==> src/rtl/fetch_controller_pkg.sv <==
// -----------------------------------------------------------------------------
// fetch_controller_pkg
// Shared CPU definitions for the instruction-fetch front end:
//   - fetch FSM state encodings (FETCH_IDLE / FETCH_RUN / FETCH_DRAIN, 2 bits)
//   - NOP instruction constant (all zeros)
//   - default instruction-memory address width and instruction width
// No ports; imported by fetch_controller and fetch_output_slot.
// -----------------------------------------------------------------------------
package fetch_controller_pkg;

    localparam int FETCH_ADDR_W  = 8;
    localparam int FETCH_INSTR_W = 32;

    // Value presented to decode when the output slot holds nothing.
    localparam logic [31:0] FETCH_NOP = 32'd0;

    typedef enum logic [1:0] {
        FETCH_IDLE  = 2'd0,
        FETCH_RUN   = 2'd1,
        FETCH_DRAIN = 2'd2
    } fetch_state_e;

endpackage

==> src/rtl/fetch_output_slot.sv <==
// -----------------------------------------------------------------------------
// fetch_output_slot
// Single-entry registered slot between instruction fetch and decode.
// Holds {valid, instruction, fetch address}. Controls, in priority order:
//   flush_i : drop the held instruction (it is never transferred)
//   load_i  : capture data_i / pc_i and mark valid
//   otherwise the entry empties on an accepted transfer (valid_o && ready_i)
//   and holds stable while valid_o && !ready_i.
// Ports:
//   clock, reset_n            clock, asynchronous active-low reset
//   load_i, flush_i, ready_i  slot controls / downstream ready
//   data_i, pc_i              instruction and address to capture
//   valid_o, data_o, pc_o     registered slot contents
// -----------------------------------------------------------------------------
module fetch_output_slot
    import fetch_controller_pkg::*;
#(
    parameter int ADDR_W  = FETCH_ADDR_W,
    parameter int INSTR_W = FETCH_INSTR_W
) (
    input  logic               clock,
    input  logic               reset_n,
    input  logic               load_i,
    input  logic               flush_i,
    input  logic               ready_i,
    input  logic [INSTR_W-1:0] data_i,
    input  logic [ADDR_W-1:0]  pc_i,
    output logic               valid_o,
    output logic [INSTR_W-1:0] data_o,
    output logic [ADDR_W-1:0]  pc_o
);

    logic               valid_q;
    logic [INSTR_W-1:0] data_q;
    logic [ADDR_W-1:0]  pc_q;

    always_ff @(posedge clock or negedge reset_n) begin
        if (!reset_n) begin
            valid_q <= 1'b0;
            data_q  <= INSTR_W'(FETCH_NOP);
            pc_q    <= '0;
        end else if (flush_i) begin
            // Data and address are left as-is; only valid matters downstream.
            valid_q <= 1'b0;
        end else if (load_i) begin
            valid_q <= 1'b1;
            data_q  <= data_i;
            pc_q    <= pc_i;
        end else if (valid_q && ready_i) begin
            valid_q <= 1'b0;
        end
    end

    assign valid_o = valid_q;
    assign data_o  = data_q;
    assign pc_o    = pc_q;

endmodule

==> src/rtl/fetch_controller.sv <==
// -----------------------------------------------------------------------------
// fetch_controller
// Instruction-fetch sequencer for a combinational instruction memory. Holds
// the program counter, drives the fetch address, and hands each returned
// instruction to decode through a registered valid/ready output slot.
// Handles start/halt control and jump redirects from execute.
//
// Ports:
//   clock, reset_n        clock (rising edge), asynchronous active-low reset;
//                         release is expected to be synchronised upstream
//   start, halt_req       control pulses
//   jump_valid/target     redirect from execute (ignored in IDLE)
//   imem_address          fetch address (always equals pc)
//   imem_instruction      same-cycle instruction-memory data
//   instr_data/pc/valid   output slot towards decode; instr_ready from decode
//   pc                    current fetch pointer
//   running               high while in RUN
//
// Build option FETCH_BREAKPOINT_EN adds bp_enable, bp_address and bp_hit:
// a fetch from bp_address in RUN is suppressed, the FSM drains to IDLE with
// pc left at bp_address, and bp_hit is set until the next start.
// -----------------------------------------------------------------------------
module fetch_controller
    import fetch_controller_pkg::*;
#(
    parameter int                ADDR_W   = FETCH_ADDR_W,
    parameter int                INSTR_W  = FETCH_INSTR_W,
    parameter logic [ADDR_W-1:0] RESET_PC = '0
) (
    input  logic               clock,
    input  logic               reset_n,
    input  logic               start,
    input  logic               halt_req,
    input  logic               jump_valid,
    input  logic [ADDR_W-1:0]  jump_target,
    output logic [ADDR_W-1:0]  imem_address,
    input  logic [INSTR_W-1:0] imem_instruction,
    output logic [INSTR_W-1:0] instr_data,
    output logic [ADDR_W-1:0]  instr_pc,
    output logic               instr_valid,
    input  logic               instr_ready,
    output logic [ADDR_W-1:0]  pc,
    output logic               running
`ifdef FETCH_BREAKPOINT_EN
    ,
    input  logic               bp_enable,
    input  logic [ADDR_W-1:0]  bp_address,
    output logic               bp_hit
`endif
);

    fetch_state_e      state_q, state_d;
    logic [ADDR_W-1:0] pc_q, pc_d;
    logic              running_q;
    logic              slot_free;
    logic              slot_load;
    logic              slot_flush;

`ifdef FETCH_BREAKPOINT_EN
    logic bp_hit_q, bp_hit_d;
    // Set by start so the instruction sitting at the breakpoint is fetched
    // once on resume instead of re-triggering immediately.
    logic bp_skip_q, bp_skip_d;
`endif

    // Slot can take a new instruction if empty or being drained this cycle.
    assign slot_free = !instr_valid || instr_ready;

    always_comb begin
        state_d    = state_q;
        pc_d       = pc_q;
        slot_load  = 1'b0;
        slot_flush = 1'b0;
`ifdef FETCH_BREAKPOINT_EN
        bp_hit_d   = bp_hit_q;
        bp_skip_d  = bp_skip_q;
`endif
        case (state_q)
            FETCH_IDLE: begin
                // halt_req wins over a simultaneous start.
                if (start && !halt_req) begin
                    state_d = FETCH_RUN;
`ifdef FETCH_BREAKPOINT_EN
                    bp_hit_d  = 1'b0;
                    bp_skip_d = 1'b1;
`endif
                end
            end
            FETCH_RUN: begin
                if (jump_valid) begin
                    // Redirect flushes the slot even under backpressure.
                    pc_d       = jump_target;
                    slot_flush = 1'b1;
                    state_d    = halt_req ? FETCH_DRAIN : FETCH_RUN;
                end else if (halt_req) begin
                    state_d = FETCH_DRAIN;
                end else if (slot_free) begin
`ifdef FETCH_BREAKPOINT_EN
                    if (bp_enable && !bp_skip_q && (pc_q == bp_address)) begin
                        state_d  = FETCH_DRAIN;
                        bp_hit_d = 1'b1;
                    end else begin
                        slot_load = 1'b1;
                        pc_d      = pc_q + ADDR_W'(1);
                        bp_skip_d = 1'b0;
                    end
`else
                    slot_load = 1'b1;
                    pc_d      = pc_q + ADDR_W'(1);
`endif
                end
            end
            FETCH_DRAIN: begin
                if (jump_valid) begin
                    pc_d       = jump_target;
                    slot_flush = 1'b1;
                    state_d    = FETCH_IDLE;
                end else if (slot_free) begin
                    state_d = FETCH_IDLE;
                end
            end
            default: begin
                state_d = FETCH_IDLE;
            end
        endcase
    end

    always_ff @(posedge clock or negedge reset_n) begin
        if (!reset_n) begin
            state_q   <= FETCH_IDLE;
            pc_q      <= RESET_PC;
            running_q <= 1'b0;
`ifdef FETCH_BREAKPOINT_EN
            bp_hit_q  <= 1'b0;
            bp_skip_q <= 1'b0;
`endif
        end else begin
            state_q   <= state_d;
            pc_q      <= pc_d;
            running_q <= (state_d == FETCH_RUN);
`ifdef FETCH_BREAKPOINT_EN
            bp_hit_q  <= bp_hit_d;
            bp_skip_q <= bp_skip_d;
`endif
        end
    end

    fetch_output_slot #(
        .ADDR_W  (ADDR_W),
        .INSTR_W (INSTR_W)
    ) u_slot (
        .clock   (clock),
        .reset_n (reset_n),
        .load_i  (slot_load),
        .flush_i (slot_flush),
        .ready_i (instr_ready),
        .data_i  (imem_instruction),
        .pc_i    (pc_q),
        .valid_o (instr_valid),
        .data_o  (instr_data),
        .pc_o    (instr_pc)
    );

    assign imem_address = pc_q;
    assign pc           = pc_q;
    assign running      = running_q;
`ifdef FETCH_BREAKPOINT_EN
    assign bp_hit       = bp_hit_q;
`endif

endmodule
==> config.mk <==
export PLATFORM = sky130hd
export DESIGN_NAME = fetch_controller
export DESIGN_NICKNAME = d
export VERILOG_FILES = /design/src/rtl/fetch_controller_pkg.sv /design/src/rtl/fetch_output_slot.sv /design/src/rtl/fetch_controller.sv
export SDC_FILE = /design/constraint.sdc
export NUM_CORES = 1
export LEC_CHECK = 0
export CORE_UTILIZATION = 38
export CTS_BUF_LIST = sky130_fd_sc_hd__clkbuf_16
export DETAILED_ROUTE_END_ITERATION = 10
export PLACE_DENSITY = 0.86
export SLEW_MARGIN = 20
export SYNTH_ARGS = -nofsm -noshare
export SYNTH_HDL_FRONTEND = slang
export SYNTH_SLANG_ARGS = --single-unit
==> constraint.sdc <==
create_clock -name clock -period 1.8 [get_ports clock]
set_input_delay 0.27 -clock clock [delete_from_list [all_inputs] [get_ports clock]]
set_output_delay 0.27 -clock clock [all_outputs]
set_load 0.02 [all_outputs]
Word-level counts from Yosys, hierarchy flattened
Cells that the tools add are included.
W data, S select, Z words.
{"block": "totals", "register_bits": 52, "inputBits": 46, "output_inout_bits": 58, "word_cells": 46}
{"block": "classes", "n_addsub": 1, "n_eq_ne": 6, "mux": 21, "n_bitwise": 1, "n_reduce_logical": 11}
{"cell": "$mux W8", "count": 4}
{"cell": "$pmux W8 S2", "count": 1}
{"cell": "$mux W2", "count": 6}
{"cell": "$mux W1", "count": 9}
{"cell": "$add A8 B1 Y8 const B", "count": 1}
{"cell": "$ne A3 B3 Y1 const B", "count": 2}
{"cell": "$pmux W2 S3", "count": 1}
{"cell": "$eq A2 B1 Y1 const B", "count": 2}
{"cell": "$reduce_and A4 Y1", "count": 1}
{"cell": "$reduce_bool A3 Y1", "count": 1}
{"cell": "$eq A2 B2 Y1 const B", "count": 1}
{"cell": "$logic_and A1 B1 Y1", "count": 2}
{"cell": "$logic_not A1 Y1", "count": 2}
{"cell": "$logic_not A2 Y1", "count": 1}
{"cell": "$ne A2 B2 Y1 const B", "count": 1}
{"cell": "$reduce_and A2 Y1", "count": 1}
{"cell": "$reduce_bool A2 Y1", "count": 1}
{"cell": "$reduce_or A2 Y1", "count": 1}
{"cell": "$logic_or A1 B1 Y1", "count": 1}
{"cell": "$not A1 Y1", "count": 1}

Logic depth before layout (Yosys ltp)
Gate-level depths: netlist of the first run.
{"block": "depth", "ltp_word": 8, "depth_mapped": 7, "mapped_depth_nobuf": 6}

Cells and area by module
A second synthesis of the first run with hierarchy kept.
{"block": "hier_totals", "hier_cells": 184, "hier_area_um2": 2408.6}
{"mod": "fetch_output_slot", "n_inst": 1, "cells_each": 89, "area_per_inst_um2": 1571.5, "seq_area_each_um2": 1026.0}
{"mod": "fetch_controller", "n_inst": 1, "cells_each": 95, "area_per_inst_um2": 837.1, "seq_area_each_um2": 275.3}

Worst setup path before layout of the first run
OpenSTA, ideal clock, no wires.
{"block": "synth_timing", "path_type": "reg-to-reg", "from": "reg state_q[0]", "to": "reg pc_q[1] (netlist: imem_address[1])", "setup_ps": 125, "t_arrival_ps": 1650, "required_ps": 1675, "setup_slack_ps": 25, "path_stages_with_launch": 7, "n_path_buf": 1, "period_less_slack_ps": 1775, "path_cell_list": "dfrtp_1 > inv_1 > ha_1 > o31a_1 > buf_6 > nor2_2 > mux2_2"}
{"block": "synth_between", "elab_chain_cells": 3, "word_cells_on_any_way": 8, "classes_between": "eq/ne (5); mux (1); reduce/logical (2)"}
{"element": "start: declaration", "line_no": "fetch_controller.sv:52", "rtl": "fetch_state_e state_q, state_d;"}
{"element": "start signal: assignment", "line_no": "fetch_controller.sv:138", "rtl": "state_q <= state_d;"}
{"element": "$eq A2 B1 Y1 or $eq A2 B2 Y1 (tied branches)", "line_no": "fetch_controller.sv:78", "rtl": "case (state_q)"}
{"element": "$ne A3 B3 Y1 (no source line) (tied with other cells)"}
{"element": "$reduce_and A4 Y1 (no source line)"}
{"element": "end signal: assignment", "line_no": "fetch_controller.sv:139", "rtl": "pc_q <= pc_d;"}
{"element": "end: declaration", "line_no": "fetch_controller.sv:53", "rtl": "logic [ADDR_W-1:0] pc_q, pc_d;"}
Parallel ways exist; a longest one is shown, timed or not.
A chain may end at the register's enable or synchronous reset.

Final worst setup path of the first run
{"block": "layout_timing", "from": "reg state_q[1]", "to": "reg u_slot.data_q[9] (netlist: u_slot.data_o[9])"}
{"block": "layout_between", "elab_chain_cells": 5, "word_cells_on_any_way": 7, "classes_between": "eq/ne (2); mux (2); bitwise (1); reduce/logical (2)"}
{"element": "$eq A2 B2 Y1 or $eq A2 B1 Y1 (tied branches)", "line_no": "fetch_controller.sv:78"}
{"element": "$reduce_or A2 Y1 (no source line)"}
{"element": "$mux W1"}
{"element": "$not A1 Y1 (no source line)"}
{"element": "$reduce_and A2 Y1 (no source line) (*)"}
{"element": "end signal: assignment", "line_no": "fetch_output_slot.sv:40", "rtl": "data_q <= INSTR_W'(FETCH_NOP);"}
{"element": "end signal: assignment", "line_no": "fetch_output_slot.sv:47", "rtl": "data_q <= data_i;"}
{"element": "end: declaration", "line_no": "fetch_output_slot.sv:34", "rtl": "logic [INSTR_W-1:0] data_q;"}
Every way passes the cells marked *; elsewhere a longest branch is shown, timed or not.

==> results of run 1 <==
metrics by stage:
step	hold WS, ns	setup slack, ns	std cells
floorplan	-0.02559	0.02522	177
global placement	0.3054	-0.02881	350
detailed placement	0.3151	-0.06625	350
CTS	0.4897	0.04408	359
global route	0.5181	-0.02102	363
finish	0.4867	0.06521	363
what timing repair did:
| item | in CTS | in global routing |
|---|---|---|
| buffers inserted | 0 | 3 |
| hold endpoints to repair | 2 | 0 |
| setup endpoints to repair | 2 | 50 |
| gates cloned | 0 | 1 |
| hold buffers | 1 | 0 |
| gates resized for setup | 1 | 5 |
| pin swaps | 0 | 1 |
worst register-to-register path, cell delays in order, from the launching register on:
cell	delay (ns)
sky130_fd_sc_hd__dfrtp_1	0.43
sky130_fd_sc_hd__inv_2	0.08
sky130_fd_sc_hd__ha_1	0.16
sky130_fd_sc_hd__nand2b_1	0.12
sky130_fd_sc_hd__nor3_4	0.16
sky130_fd_sc_hd__buf_4	0.16
sky130_fd_sc_hd__clkbuf_16	0.18
sky130_fd_sc_hd__mux2_2	0.34
flip-flops by register name, indices dropped and copies added, names as in the netlist:
signal          cells
state_q             2
u_slot.pc_o         8
imem_address        8
u_slot.data_o      32
u_slot.valid_o      1
running             1
synth_stat cells:
library cell and instances:
sky130_fd_sc_hd__o31a_1 1, sky130_fd_sc_hd__nor3_1 3, sky130_fd_sc_hd__clkbuf_1 2, sky130_fd_sc_hd__nand4bb_1 1, sky130_fd_sc_hd__or2_2 1, sky130_fd_sc_hd__nor2_1 7
sky130_fd_sc_hd__nor3_2 1, sky130_fd_sc_hd__a22oi_1 2, sky130_fd_sc_hd__nor2_2 1, sky130_fd_sc_hd__inv_1 5, sky130_fd_sc_hd__nand2_1 4, sky130_fd_sc_hd__nor2b_4 1
sky130_fd_sc_hd__and3_1 2, sky130_fd_sc_hd__or4_1 1, sky130_fd_sc_hd__nor4bb_1 1, sky130_fd_sc_hd__nor3b_1 1, sky130_fd_sc_hd__o211ai_1 1, sky130_fd_sc_hd__a21o_1 1
sky130_fd_sc_hd__a31oi_1 2, sky130_fd_sc_hd__nand3_1 7, sky130_fd_sc_hd__nand2b_1 2, sky130_fd_sc_hd__buf_4 12, sky130_fd_sc_hd__a2bb2oi_1 6, sky130_fd_sc_hd__ha_1 5
sky130_fd_sc_hd__buf_6 1, sky130_fd_sc_hd__a211oi_1 4, sky130_fd_sc_hd__o21ai_0 3, sky130_fd_sc_hd__dfrtp_1 52, sky130_fd_sc_hd__mux2_2 39, sky130_fd_sc_hd__nor2b_1 1
sky130_fd_sc_hd__mux2_1 3, sky130_fd_sc_hd__o22ai_1 4
layer usage:
metal	track usage	part of all wire	vias to the layer above
li1	-	-	858
met1	0.2161	0.41	914
met2	0.3119	0.50	88
met3	0.06364	0.082	6
met4	0.05000	0.0067	0
met5	0	0	-
final cells by class:
cell class | count | area, sq um | share of cell area
Multi-Input combinational cell | 105 | 920.9 | 0.2511
Clock inverter | 3 | 21.27 | 0.005800
Timing Repair Buffer | 118 | 1184 | 0.3228
Clock buffer | 5 | 125.1 | 0.03412
Sequential cell | 52 | 1304 | 0.3555
Tap cell | 75 | 93.84 | 0.02559
Inverter | 5 | 18.77 | 0.005118
power by group through the flow:
stage               Sequential [uW]  Clock [uW]  Combinational [uW]
finish                         2180         941                3500
global route                   2270        1030                3750
CTS                            2180         974                3470
detailed placement             2190           0                3450
global placement               2140           0                3390
floorplan                      2790           0                1240
cell usage in the layout, fill, tap and decap left out, drive strengths merged, types with 3 or more instances in the layout:
| cell type | count |
|---|---|
| nand2 | 4 |
| nor2 | 8 |
| a2bb2oi | 6 |
| o22ai | 4 |
| mux2 | 42 |
| dfrtp | 52 |
| a211oi | 4 |
| clkdlybuf4s50 | 102 |
| inv | 6 |
| ha | 5 |
| nand3 | 7 |
| clkbuf | 6 |
| o21ai | 3 |
| buf | 14 |
| nor3 | 4 |
final timing paths:
| path | start | endpoint | slack (ns) |
|---|---|---|---|
| hold / removal | u_slot.pc_o[6]$_DFFE_PN0P_ | u_slot.pc_o[6]$_DFFE_PN0P_ | 0.49 |
| hold reg to reg | u_slot.pc_o[6]$_DFFE_PN0P_ | u_slot.pc_o[6]$_DFFE_PN0P_ | 0.49 |
| setup / recovery | state_q[1]$_DFF_PN0_ | u_slot.data_o[9]$_DFFE_PN0P_ | 0.07 |
| setup reg to reg | state_q[1]$_DFF_PN0_ | u_slot.data_o[9]$_DFFE_PN0P_ | 0.07 |
| max in group asynchronous | reset_n | u_slot.pc_o[0]$_DFFE_PN0P_ | 0.72 |
| min in group asynchronous | reset_n | u_slot.data_o[14]$_DFFE_PN0P_ | 0.52 |
cells by family after synthesis:
logic type               after synthesis  synth area share
AO/OA/AOI/OAI                         24           0.07453
flip-flops                            52            0.5576
AND/OR/NAND/NOR                       34           0.08365
buffers and inverters                 20           0.05469
adder cells (fa/ha/maj)                5           0.02681
multiplexers                          42            0.2027
==> results, run 1 <==
- The type of origin of the critical path is a flop.
- Counting every net in the synthesized netlist gives 228.
- The overall track demand over capacity in global routing is 0.1824.
- Clock tree synthesis found a total of 52 sinks.
- Broken down by cell family, the worst path's largest delay share belongs to flip-flops.
- The number of remaining DRC errors is 0.
- Based on the critical path, the design can be clocked at up to 576.4 MHz.
- The placeable core region is 0.005921 sq mm.
- Summed over all layers, the routed wires come to 5.656 mm.
- The final-stage net count is 338.
- Of the synthesized area, sequential elements account for 0.5576.
- The clock arrives with 0.003970 ns of skew.
- The CTS tree is done.
- The top-area cell type share of the netlist area is 0.5576.
- The number of pins exceeding their max-slew limit in the final report is 0.
- The number of storage elements in the synthesis netlist is 52.
- Yosys attributes the largest share of cell area to sky130_fd_sc_hd__dfrtp_1, sky130_fd_sc_hd__mux2_2, sky130_fd_sc_hd__buf_4, sky130_fd_sc_hd__ha_1, sky130_fd_sc_hd__a2bb2oi_1.
- Synthesis instantiated 32 different standard cells from the library.
- The wire-length estimate of the detail-placed layout is 3.992 mm.
- The core occupancy in the finished layout is 0.6194.
- The depth of the CTS H-tree is 2.
- Of the cells placed in the final design, the portion with a size suffix greater than 1 is 0.2500.
- For this design, the slowest cell found on the critical path is sky130_fd_sc_hd__dfrtp_1.
- The die is 80.36 microns tall.
- The leakage power figure is 0.001524 uW.
- On the worst path, the slowest cell contributes a delay of 0.43 ns.
- Internal power comes to 4136 uW.
- Of the total power, the clock network draws 0.142.
- The total power per unit cell area is 1805 mW/mm^2.
- The minimum period implied by the final worst setup slack is 1.735 ns.
- The number of antenna diodes in the final layout is 0.
- Before antenna repair, the detailed router went through 4 iterations.
- The critical path contains buffers and inverters numbering 3 combined.
- The number of cells on the worst reg-to-reg path is 7.
- The total overflow left after global routing is 0.
- The number of design-rule violations left by the first detailed-router iteration is 49.
- The worst hold-check path type is reg -> reg.
- The fraction of power spent switching nets is 0.3751.
- The mapped cell area is 0.002333 sq mm.
- The die outline area is 0.006458 sq mm.
- The final instance area is 0.003667 sq mm.
- In the finished design, the share of the clock period the worst path needs comes to 0.9638.
- The combinational cell fraction of total power is 0.529.
- The worst IR drop on VDD is 0.9321 mV.
- The port buffer count is 103.
- 104 I/O pins were placed.
- The number of clock buffers added by TritonCTS is 5.
- After clock tree synthesis, the clock-pin slew on the worst setup and hold paths is 0.07 ns.
- The largest fanout of any net on the critical path is 15.
- The post-layout total power is 6619 uW.
- Clock latency on the worst-skew pair, taken at its later pin, is 0.28 ns.
- The count of mapped cells out of synthesis is 177.
- The fill cell instance count of the final layout is 478.
- Setup repair after global routing could not meet its margin everywhere.
- The cell sitting at the root of the clock tree is a sky130_fd_sc_hd__clkbuf_16.
- The final route contains 1866 vias.
- sky130_fd_sc_hd__dfrtp_1 takes more of the synthesized area than any other cell.
- Data on the critical path arrives at its endpoint at 1.90 ns.
- Traced cell by cell, the critical path runs through inv_2 -> ha_1 -> nand2b_1 -> nor3_4 -> buf_4 -> clkbuf_16 -> mux2_2.
- The critical path start-end classification is reg -> reg.
- The initial antenna violation count is 0.
- The critical path capture point type is a flop.
- The total negative slack is 0 ns.
- At the pin with the least slew margin, the transition time is 0.5919 ns.
- The normalized max-slew margin is 0.6054.
- Data on the critical path is required at its endpoint by 1.97 ns.
- The row count is 28.
- The count of final hold-check violations was 0.
- The tool flagged a number of max-cap violations equal to 0.
- Counting instances, the worst hold path has a depth of 1.
- The critical path crosses 7 cells after its start point.
- Dividing the synthesized area by the synthesized cell count gives 13.18 sq um.
- For this configuration, the core starts out at a cell density of 0.3941.
- The pin count of the biggest net entering global routing is 31.
- After detailed placement, the total cell area comes to 0.003451 sq mm.
- Setup violations remaining at the end of the flow were counted as 0.
- Dividing the detail-routed wire length by the instance count gives 15.58 microns.
- The part of the power in registers is 0.329.
- The area overhead of the layout relative to synthesis is 57.16%.
- For this run, the number of Yosys warnings is 0.
- The via count normalized by instance count is 5.140.
- The detail route stage leaves a number of antenna-violating nets equal to 0.
- The number of global-route vias before repair is 1898.
- The first global-routing pass estimated 8.942 mm of wire.
- Summed over all nets, the switching power comes to 2483 uW.
- The flow ran to the end, and the final reports show no timing, DRC or antenna violations.
- Measured along the x axis, the die boundary spans 80.36 microns.
- The final RePlAce weighted congestion is 0.7867.
- The clock passes through at most 2 buffers.
Note: power is estimated with default switching activity, not from simulation.
==> inputs of run 2 (changes only) <==
Settings changed: GPL_TIMING_DRIVEN set to 0, SKIP_CTS_REPAIR_TIMING set to 1.
==> run 2 against run 1 <==
Against the previous run:
- combinational power increased by 5%
- sequential power about the same
- core utilization is 0.76 points higher
- first-iteration DRC count is 2.0% lower
- die area unchanged
==> results, run 2 (synthesis gave the netlist of run 1 again) <==
- Measured against its own limit, the worst slew margin works out to 0.5591.
- The worst hold-check path type is in -> async.
- Port buffering added 103 buffers.
- The placed instances occupy a cell area of 0.003456 sq mm.
- The fill cell instance count of the final layout is 464.
- The final RePlAce weighted congestion is 0.7515.
- The number of global-route vias before repair was 1768.
- The fraction of layout cells with a size suffix above 1 is 0.2746.
- The clock sink count is 52.
- The detailed router finished its first iteration with 48 violations.
- At the pin with the least slew margin, the transition time is 0.6614 ns.
- Registers take 0.001309 sq mm.
- The worst path needs 1.752 ns of the cycle, external delays included.
- The top-level port count is 104.
- After detailed routing, the number of vias per cell comes to 5.000.
- The highest-delay cell along the critical path is sky130_fd_sc_hd__dfrtp_2.
- Across the VDD grid, the largest voltage drop is 0.9042 mV.
- The number of pins exceeding their max-slew limit in the final report is 0.
- The required time at the endpoint of the critical path is 1.97 ns.
- Data arrives at the worst endpoint at 1.92 ns.
- On the final layout, the worst clock skew is 0.007289 ns.
- The worst setup path is of the reg -> reg kind.
- The register with the most flip-flops in the layout has 32 of them.
- For this run, the slowest stage of the critical path takes 0.44 ns.
- For this run, the total global-route usage over all layers was measured as 0.1705.
- The root buffer cell is sky130_fd_sc_hd__clkbuf_16.
- The number of CTS-inserted buffers is 5.
- The max-cap check violation count is 0.
- Based on the critical path, the design can be clocked at up to 570.9 MHz.
- The clock-pin slew on the worst setup and hold paths is 0.07 ns.
- The detail route stage leaves a number of antenna-violating nets equal to 0.
- The multi-input combinational cells in the finished layout cover a total of 945.9 sq um.
- TritonCTS built the clock tree.
- The number of remaining DRC errors is 0.
- The type of origin of the critical path is a flop.
- The pin count of the biggest net entering global routing is 53.
- The die is 80.36 microns wide.
- Setup violations remaining at the end of the flow were counted as 0.
- The die outline area is 0.006458 sq mm.
- The effective utilization at floorplan is 0.3941.
- The initial antenna violation count was 0.
- The wire length of the first global-routing pass is 8.473 mm.
- The critical path capture point type is a flop.
- The worst-skew pair later-pin latency is 0.28 ns.
- The placeable core region is 0.005921 sq mm.
- The number of antenna diodes is 0.
- The total negative slack is 0 ns.
- The wire length after detailed routing is 5.526 mm.
- The clock passes through at most 2 buffers.
- The leakage power figure is 0.001548 uW.
- The final-stage net count is 345.
- The tightest hold path in the finished design has a slack of 0.01839 ns.
- The H-tree was split into 2 levels.
- The area overhead of the layout relative to synthesis is 59.09%.
- The portion of the clock cycle consumed by the worst path in the final layout is 0.9732.
- Walking the worst path, the cells encountered are inv_1 -> ha_4 -> nand2b_1 -> nor3_4 -> buf_4 -> buf_6 -> mux2_2.
- Row generation in the floorplan step produced 28 rows.
- The height of the die is 80.36 microns.
- Leaving out fill and tap cells, the most frequent cell in the layout is sky130_fd_sc_hd__clkdlybuf4s50_1.
- The largest fanout of any net on the critical path is 10.
- With fillers left out, the area of the finished cells amounts to 0.003712 sq mm.
- The half-perimeter wire length of the detailed placement result is 3.867 mm.
- The pre-antenna-repair detailed-routing pass consisted of 5 iterations.
- Dividing the detail-routed wire length by the instance count gives 14.94 microns.
- Dividing total power by cell area gives a power density of 1821 mW/mm^2.
- Detailed routing inserted a total of 1850 vias.
- The library cells used most frequently in the layout, excluding fill and tap cells, are sky130_fd_sc_hd__clkdlybuf4s50_1, sky130_fd_sc_hd__dfrtp_1, sky130_fd_sc_hd__mux2_2.
- The flow ran to the end, and the final reports show no timing, DRC or antenna violations.
- The count of final hold-check violations is 0.
- After global routing the overflow that remains totals 0.
- The logic depth of the worst register-to-register path is 7.
[run 2: cell type report]
| cell class | count | area share |
|---|---|---|
| well taps | 75 | 0.02528 |
| clock buffers | 5 | 0.03370 |
| flip-flops and latches | 52 | 0.3525 |
| clock inverters | 3 | 0.003033 |
| multi-input cells | 105 | 0.2548 |
| plain buffers | 14 | 0.03236 |
| inverters | 5 | 0.005056 |
| repair buffers | 111 | 0.2932 |
[run 2: metrics by stage]
stage            util  total power (uW)  setup WS (ns)  std cells
2_1_floorplan       -              4032        0.02522        177
3_3_place_gp   0.5841              5612         -1.139        355
3_5_place_dp   0.5837              5716        -0.3829        355
4_1_cts        0.6067              6639        -0.2435        363
5_1_grt        0.6270              7161       -0.03737        370
6_report       0.6270              6760        0.04827        370
[run 2: report_power, final]
| part | total [uW] | internal [uW] | switching [uW] |
|---|---|---|---|
| Combinational | 3680 | 2010 | 1670 |
| Sequential | 2180 | 1750 | 428 |
| Clock | 897 | 501 | 395 |
[run 2: worst max-delay path: cells and delay by family (launching register included)]
family | cells | cell delay, ns
buf+inv | 3 | 0.44
flops | 1 | 0.44
mux | 1 | 0.35
simple gates | 2 | 0.23
fa+ha+maj | 1 | 0.18
[run 2: metal layers]
layer | share of wire | wire, microns | vias up | track usage
li1 | - | - | 862 | -
met1 | 0.41 | 2277 | 904 | 0.2040
met2 | 0.50 | 2756 | 80 | 0.2847
met3 | 0.085 | 469 | 4 | 0.06591
met4 | 0.0042 | 23 | 0 | 0.04464
met5 | 0 | 0 | - | 0
[run 2: worst paths after layout]
| kind | slack [ns] | to | start |
|---|---|---|---|
| min reg2reg | 0.49 | u_slot.pc_o[2]$_DFFE_PN0P_ | u_slot.pc_o[2]$_DFFE_PN0P_ |
| max | 0.05 | u_slot.pc_o[4]$_DFFE_PN0P_ | state_q[1]$_DFF_PN0_ |
| max reg2reg | 0.05 | u_slot.pc_o[4]$_DFFE_PN0P_ | state_q[1]$_DFF_PN0_ |
| min | 0.02 | u_slot.data_o[18]$_DFFE_PN0P_ | reset_n |
| max in group asynchronous | 1.30 | state_q[1]$_DFF_PN0_ | reset_n |
| min in group clock | 0.49 | u_slot.pc_o[2]$_DFFE_PN0P_ | u_slot.pc_o[2]$_DFFE_PN0P_ |
